File: src/rtl/tis_exec_core.sv
// tis_exec_core: TIS-100 style node execution core.
// ACC/BAK data path, saturating (or wrapping) ALU, program counter and jump
// unit. Every neighbour port uses a blocking valid/ready handshake, and an
// instruction retires only once its port transfers have completed.
// Ports:
//   clk, rst              clock (rising edge), asynchronous active-high reset
//   op, src, dst          current instruction fields for address pc
//   imm, jaddr            immediate operand, absolute jump target
//   in_data/valid/ready   per-port read channels (port i at [i*DW +: DW])
//   out_data/valid/ready  write channel; data shared, valid/ready per port
//   pc, acc, bak          architectural state
//   stalled               current instruction is waiting on a port
module tis_exec_core #(
  parameter int DW       = 11,
  parameter int NPORTS   = 4,
  parameter int PC_W     = 4,
  parameter int PROG_LEN = 15,
  parameter int SATURATE = 1,
  parameter int ACC_MAX  = 999
) (
  input  logic                 clk,
  input  logic                 rst,
  input  logic [3:0]           op,
  input  logic [2:0]           src,
  input  logic [2:0]           dst,
  input  logic [DW-1:0]        imm,
  input  logic [PC_W-1:0]      jaddr,
  input  logic [NPORTS*DW-1:0] in_data,
  input  logic [NPORTS-1:0]    in_valid,
  output logic [NPORTS-1:0]    in_ready,
  output logic [DW-1:0]        out_data,
  output logic [NPORTS-1:0]    out_valid,
  input  logic [NPORTS-1:0]    out_ready,
  output logic [PC_W-1:0]      pc,
  output logic [DW-1:0]        acc,
  output logic [DW-1:0]        bak,
  output logic                 stalled
);

  typedef enum logic {EXEC, WR_WAIT} state_t;
  typedef enum logic [3:0] {
    OP_NOP, OP_MOV, OP_SWP, OP_SAV, OP_ADD, OP_SUB, OP_NEG,
    OP_JMP, OP_JEZ, OP_JNZ, OP_JGZ, OP_JLZ, OP_JRO
  } op_t;

  localparam logic [2:0] SEL_ACC = 3'd4;
  localparam logic [2:0] SEL_IMM = 3'd6;
  localparam int AW = DW + 1;
  localparam int JW = DW + PC_W + 1;
  localparam logic signed [AW-1:0] SAT_P = AW'(ACC_MAX);
  localparam logic signed [AW-1:0] SAT_N = -SAT_P;
  localparam logic signed [JW-1:0] PC_MAX = JW'(PROG_LEN - 1);

  state_t            state_q, state_d;
  logic [PC_W-1:0]   pc_q, pc_d;
  logic [DW-1:0]     acc_q, acc_d, bak_q, bak_d, out_data_q, out_data_d;
  logic [NPORTS-1:0] out_valid_q, out_valid_d;

  logic              src_port, src_vld, dst_port, reads_src, need_port, go;
  logic [DW-1:0]     src_val_port, opnd, alu_res;
  logic signed [AW-1:0] acc_x, opnd_x, alu_raw;
  logic signed [JW-1:0] jro_sum;
  logic [PC_W-1:0]   pc_inc, jtgt, jro_pc;
  logic              taken;

  // Source port select; indices at or above NPORTS never match and read as NIL.
  always_comb begin
    src_port     = 1'b0;
    src_vld      = 1'b0;
    src_val_port = '0;
    for (int unsigned p = 0; p < NPORTS; p++) begin
      if (32'(src) == p) begin
        src_port     = 1'b1;
        src_vld      = in_valid[p];
        src_val_port = in_data[p*DW +: DW];
      end
    end
  end

  assign dst_port  = 32'(dst) < 32'(NPORTS);
  assign reads_src = op inside {OP_MOV, OP_ADD, OP_SUB, OP_JRO};
  assign need_port = (state_q == EXEC) && reads_src && src_port;
  assign go        = (state_q == EXEC) && !(need_port && !src_vld);

  always_comb begin
    case (src)
      SEL_ACC: opnd = acc_q;
      SEL_IMM: opnd = imm;
      default: opnd = src_port ? src_val_port : '0;
    endcase
  end

  assign in_ready = (need_port && !rst) ? (NPORTS'(1) << src) : '0;
  assign stalled  = !rst && ((state_q == WR_WAIT) || (need_port && !src_vld));

  // ALU at DW+1 bits so the true result is visible before clamping/truncation.
  assign acc_x  = AW'($signed(acc_q));
  assign opnd_x = AW'($signed(opnd));
  always_comb begin
    case (op)
      OP_ADD:  alu_raw = acc_x + opnd_x;
      OP_SUB:  alu_raw = acc_x - opnd_x;
      default: alu_raw = -acc_x;
    endcase
    if (SATURATE != 0 && alu_raw > SAT_P)      alu_res = SAT_P[DW-1:0];
    else if (SATURATE != 0 && alu_raw < SAT_N) alu_res = SAT_N[DW-1:0];
    else                                       alu_res = alu_raw[DW-1:0];
  end

  assign pc_inc  = (pc_q == PC_W'(PROG_LEN - 1)) ? '0 : pc_q + PC_W'(1);
  assign jtgt    = (32'(jaddr) >= 32'(PROG_LEN)) ? '0 : jaddr;
  assign jro_sum = JW'($signed({1'b0, pc_q})) + JW'($signed(opnd));
  assign jro_pc  = jro_sum[JW-1]      ? '0 :
                   (jro_sum > PC_MAX) ? PC_W'(PROG_LEN - 1) : jro_sum[PC_W-1:0];

  always_comb begin
    case (op)
      OP_JMP:  taken = 1'b1;
      OP_JEZ:  taken = (acc_q == '0);
      OP_JNZ:  taken = (acc_q != '0);
      OP_JGZ:  taken = !acc_q[DW-1] && (acc_q != '0);
      OP_JLZ:  taken = acc_q[DW-1];
      default: taken = 1'b0;
    endcase
  end

  always_comb begin
    state_d     = state_q;
    pc_d        = pc_q;
    acc_d       = acc_q;
    bak_d       = bak_q;
    out_data_d  = out_data_q;
    out_valid_d = out_valid_q;
    case (state_q)
      EXEC: begin
        if (go) begin
          pc_d = pc_inc;
          case (op)
            OP_MOV: begin
              if (dst_port) begin
                out_data_d  = opnd;
                out_valid_d = NPORTS'(1) << dst;
                pc_d        = pc_q;
                state_d     = WR_WAIT;
              end else if (dst == SEL_ACC) begin
                acc_d = opnd;
              end
            end
            OP_SWP: begin
              acc_d = bak_q;
              bak_d = acc_q;
            end
            OP_SAV: bak_d = acc_q;
            OP_ADD, OP_SUB, OP_NEG: acc_d = alu_res;
            OP_JMP, OP_JEZ, OP_JNZ, OP_JGZ, OP_JLZ: if (taken) pc_d = jtgt;
            OP_JRO: pc_d = jro_pc;
            default: ;
          endcase
        end
      end
      WR_WAIT: begin
        // out_valid is one-hot on the destination port, so it doubles as the port select.
        if ((out_valid_q & out_ready) != '0) begin
          out_valid_d = '0;
          pc_d        = pc_inc;
          state_d     = EXEC;
        end
      end
      default: state_d = EXEC;
    endcase
  end

  always_ff @(posedge clk or posedge rst) begin
    if (rst) begin
      state_q     <= EXEC;
      pc_q        <= '0;
      acc_q       <= '0;
      bak_q       <= '0;
      out_data_q  <= '0;
      out_valid_q <= '0;
    end else begin
      state_q     <= state_d;
      pc_q        <= pc_d;
      acc_q       <= acc_d;
      bak_q       <= bak_d;
      out_data_q  <= out_data_d;
      out_valid_q <= out_valid_d;
    end
  end

  assign pc        = pc_q;
  assign acc       = acc_q;
  assign bak       = bak_q;
  assign out_data  = out_data_q;
  assign out_valid = out_valid_q;

endmodule

File: config.mk
export PLATFORM = sky130hd
export DESIGN_NAME = tis_exec_core
export DESIGN_NICKNAME = d
export VERILOG_FILES = /design/src/rtl/tis_exec_core.sv
export SDC_FILE = /design/constraint.sdc
export NUM_CORES = 1
export LEC_CHECK = 0
export CAP_MARGIN = 15
export CORE_MARGIN = 2
export CORE_UTILIZATION = 49
export DETAILED_ROUTE_END_ITERATION = 10
export PLACE_DENSITY = 0.82
export SLEW_MARGIN = 20
export SYNTH_ARGS = -nofsm -noshare
export SYNTH_HDL_FRONTEND = slang
export SYNTH_SLANG_ARGS = --single-unit
export TNS_END_PERCENT = 20
File: constraint.sdc
create_clock -name clk -period 4.9 [get_ports clk]
set_clock_uncertainty 0.05 [all_clocks]
set_input_delay 0.735 -clock clk [delete_from_list [all_inputs] [get_ports clk]]
set_output_delay 0.735 -clock clk [all_outputs]
set_load 0.01 [all_outputs]
==> metrics.csv <==
metric,value,unit
initial core utilization,50.3,%
Hold Path Depth,1,
core area,0.00872,mm²
H-tree Lvls,2,
syn nets,653,
# hold bufs at CTS,0,
Crit path buffers/inverters,5,
total number of vias,5371,
Vias/cell,6.30,
Die Area,0.00972,mm²
"Arr. time, crit path",4.94,ns
crit path max fanout,9,
Root Driver,clkbuf_8,
CTS buffer count,5,
"Async S/R FF share, synth",100,%
P_leak,2.83,nW
synthesized instance count,555,
Final #Nets,843,
post-synthesis cell type count,76,
"Slowest-stage cell, CP",clkdlybuf4s50_1,
total stage count of the critical path,22,
DIE WIDTH,98.6,µm
critical path's top delay family,compound AO/OA/AOI/OAI gates,
Slew headroom,49.1,%
DR pass1 iterations,5,
critical path class,input port to flip-flop,
synthesis-to-finish area growth,49.2,%
Post-synth EDFFs,0,
cells along the critical path,"clkdlybuf4s50_1, mux2i_1, o21ai_1, a221oi_2, ha_2, nor2_1, xnor2_1, ha_1, buf_4, buf_4, o21a_1, o31a_1, buf_4, o21ai_0, o21bai_1, xnor2_1, o21ai_1, a41oi_2, nor4_4, buf_4, o211ai_1, a31oi_1",
post-synth top area share,24.0,%
Critical Path Sink Type,flip-flop,
GRT overflow,0,
Final HPWL DP,12000,µm
CTS tree,done,
Main synth FF type,dfrtp_1,
std cell rows,34,
Mean Syn Cell Area,7.90,µm²
Clock Path Buffers,2,
PD cells,520,mW/mm²
Post-Route WL,16200,µm
largest family of logic cells by synthesized area,compound AO/OA/AOI/OAI gates,
mux contribution to synthesized area,9.07,%
Total GRT Usage,31.6,%
Worst Hold Margin,0.478,ns
share of post-route cells with drive strength above 1,20.0,%
PnR Total Power,3.40,mW
status,completed,
period utilization,97.0,%
Tightest Hold Check Type,flip-flop to flip-flop,
CP dominant cell by count,buf_4,
adder-cell share of the synthesized area,5.76,%
Required @ worst endpoint,5.08,ns
maximum achievable frequency,210,MHz
post-synth top area cell,dfrtp_1,
simple-gate share of the synthesized area,22.9,%
ANT cells,0,
Sink Count,42,
final setup fails,0,
Final Hold Viols,0,
Peak VDD IR,0.195,mV
post-synthesis xor/xnor area fraction,4.39,%
Clock Latency Late Sink,0.31,ns
first-pass GRT wire length,25100,µm
FF-to-FF path depth,21,
vias in the first global route,5221,
Post-synth top cells,"55 x nor2_1, 46 x nand2_1, 42 x dfrtp_1",
antenna violations before repair,0,
Die Y,98.6,µm
"flops & latches, synth",42,
Max-cap violations,0,
post-synthesis compound-gate area fraction,27.3,%
Ys Warns,0,
buffers added on ports,124,
drt drc,0,
Routed Antenna Nets,0,
most common cell in the netlist,nor2_1,
Synth Cell Area,0.00439,mm²
min Tclk post-route,4.75,ns
sequential area share after synthesis,24.0,%
Clock transition at path regs,0.08,ns
actual slew at the worst max-slew pin,0.762,ns
startpoint class of the critical path,input port,
Slowest Stage Delay on Critical Path,0.40,ns
Area contributors post-synth,"dfrtp_1 24%, ha_1 4.8%, nor2_1 4.7%",
post-detailed-route wirelength per cell,19.0,µm
Final Max Tran Viols,0,
RePlAce Congestion,1.03,
Iteration-0 DRC Markers,487,
IO Pins,125,
largest net degree at the start of global routing,43,
## cell usage in the layout (no fill, tap or decap), types with 7 or more instances in the layout
| cell type | n |
|---|---|
| clkdlybuf4s50_1 | 117 |
| o211ai_1 | 10 |
| a21oi_1 | 39 |
| ha_1 | 16 |
| a31oi_1 | 7 |
| dfrtp_1 | 42 |
| nor2_1 | 54 |
| o21ai_0 | 39 |
| inv_1 | 31 |
| nor3b_1 | 7 |
| buf_4 | 91 |
| xor2_1 | 8 |
| mux2_2 | 17 |
| mux2i_1 | 12 |
| and3_1 | 8 |
| xnor2_1 | 13 |
| nor3_1 | 16 |
| o21a_1 | 7 |
| nand2_1 | 46 |
| nand3_1 | 16 |
| a221oi_1 | 7 |
## cell families after synthesis
family	after synthesis
flops	42
xor+xnor	22
buf+inv	67
mux	33
simple gates	197
fa+ha+maj	19
compound gates	175
## where the power goes
part / switching [mW] / internal [mW]
clock network: 0.126 / 0.109
logic: 1.18 / 1.19
registers: 0.289 / 0.510
## path summary, 6_finish.rpt
check / startpoint / slack [ns] / to
worst max-delay path: in_data[1] / 0.15 / acc[9]$_DFFE_PP0P_
worst min-delay path: out_data[8]$_DFFE_PP0P_ / 0.48 / out_data[8]$_DFFE_PP0P_
worst max register to register: acc[0]$_DFFE_PP0P_ / 0.34 / acc[9]$_DFFE_PP0P_
worst min register to register: out_data[8]$_DFFE_PP0P_ / 0.48 / out_data[8]$_DFFE_PP0P_
max in group asynchronous: rst / 3.52 / acc[4]$_DFFE_PP0P_
min in group asynchronous: rst / 0.90 / out_valid[1]$_DFFE_PP0P_
## routing by layer
metal	GRT usage [%]	part of all wire [%]	up-vias
met2	52.7	47	356
met1	39.7	38	2488
met4	12.6	4.8	0
li1	-	-	2444
met3	7.02	10	83
met5	0	0	-
## cell type report
| type | instances | area, µm² |
|---|---|---|
| sequential | 42 | 1050 |
| multi-input combinational | 447 | 3180 |
| timing repair buffer | 218 | 1980 |
| fill | 590 | 2180 |
| tap | 108 | 135 |
| inverter | 31 | 116 |
| clock buffer | 6 | 82.6 |
## state kept, by name, summed over array words and instances, names as in the netlist
name and cells:
out_data 11, acc 11, pc 4, bak 11, out_valid 4, state_q 1
## per-stage QoR
step	worst slack [ns]	TNS [ns]	cells	util [%]	cell area, µm²
after floorplan	0.0646	0	555	-	4390
after global placement	-0.426	-3.90	834	71.5	6240
after detailed placement	-0.591	-5.69	834	71.5	6240
after CTS	0.00236	0	842	73.2	6380
after global routing	-0.0380	-0.116	852	75.1	6550
final	0.147	0	852	75.1	6550
## repair_timing
| item | in CTS | in global routing |
|---|---|---|
| pin swaps | 0 | 14 |
| setup buffers | 2 | 9 |
| cloned | 0 | 1 |
| setup endpoints to repair | 10 | 11 |
| gates resized for setup | 10 | 25 |
Power figures use the tool's default switching activity.
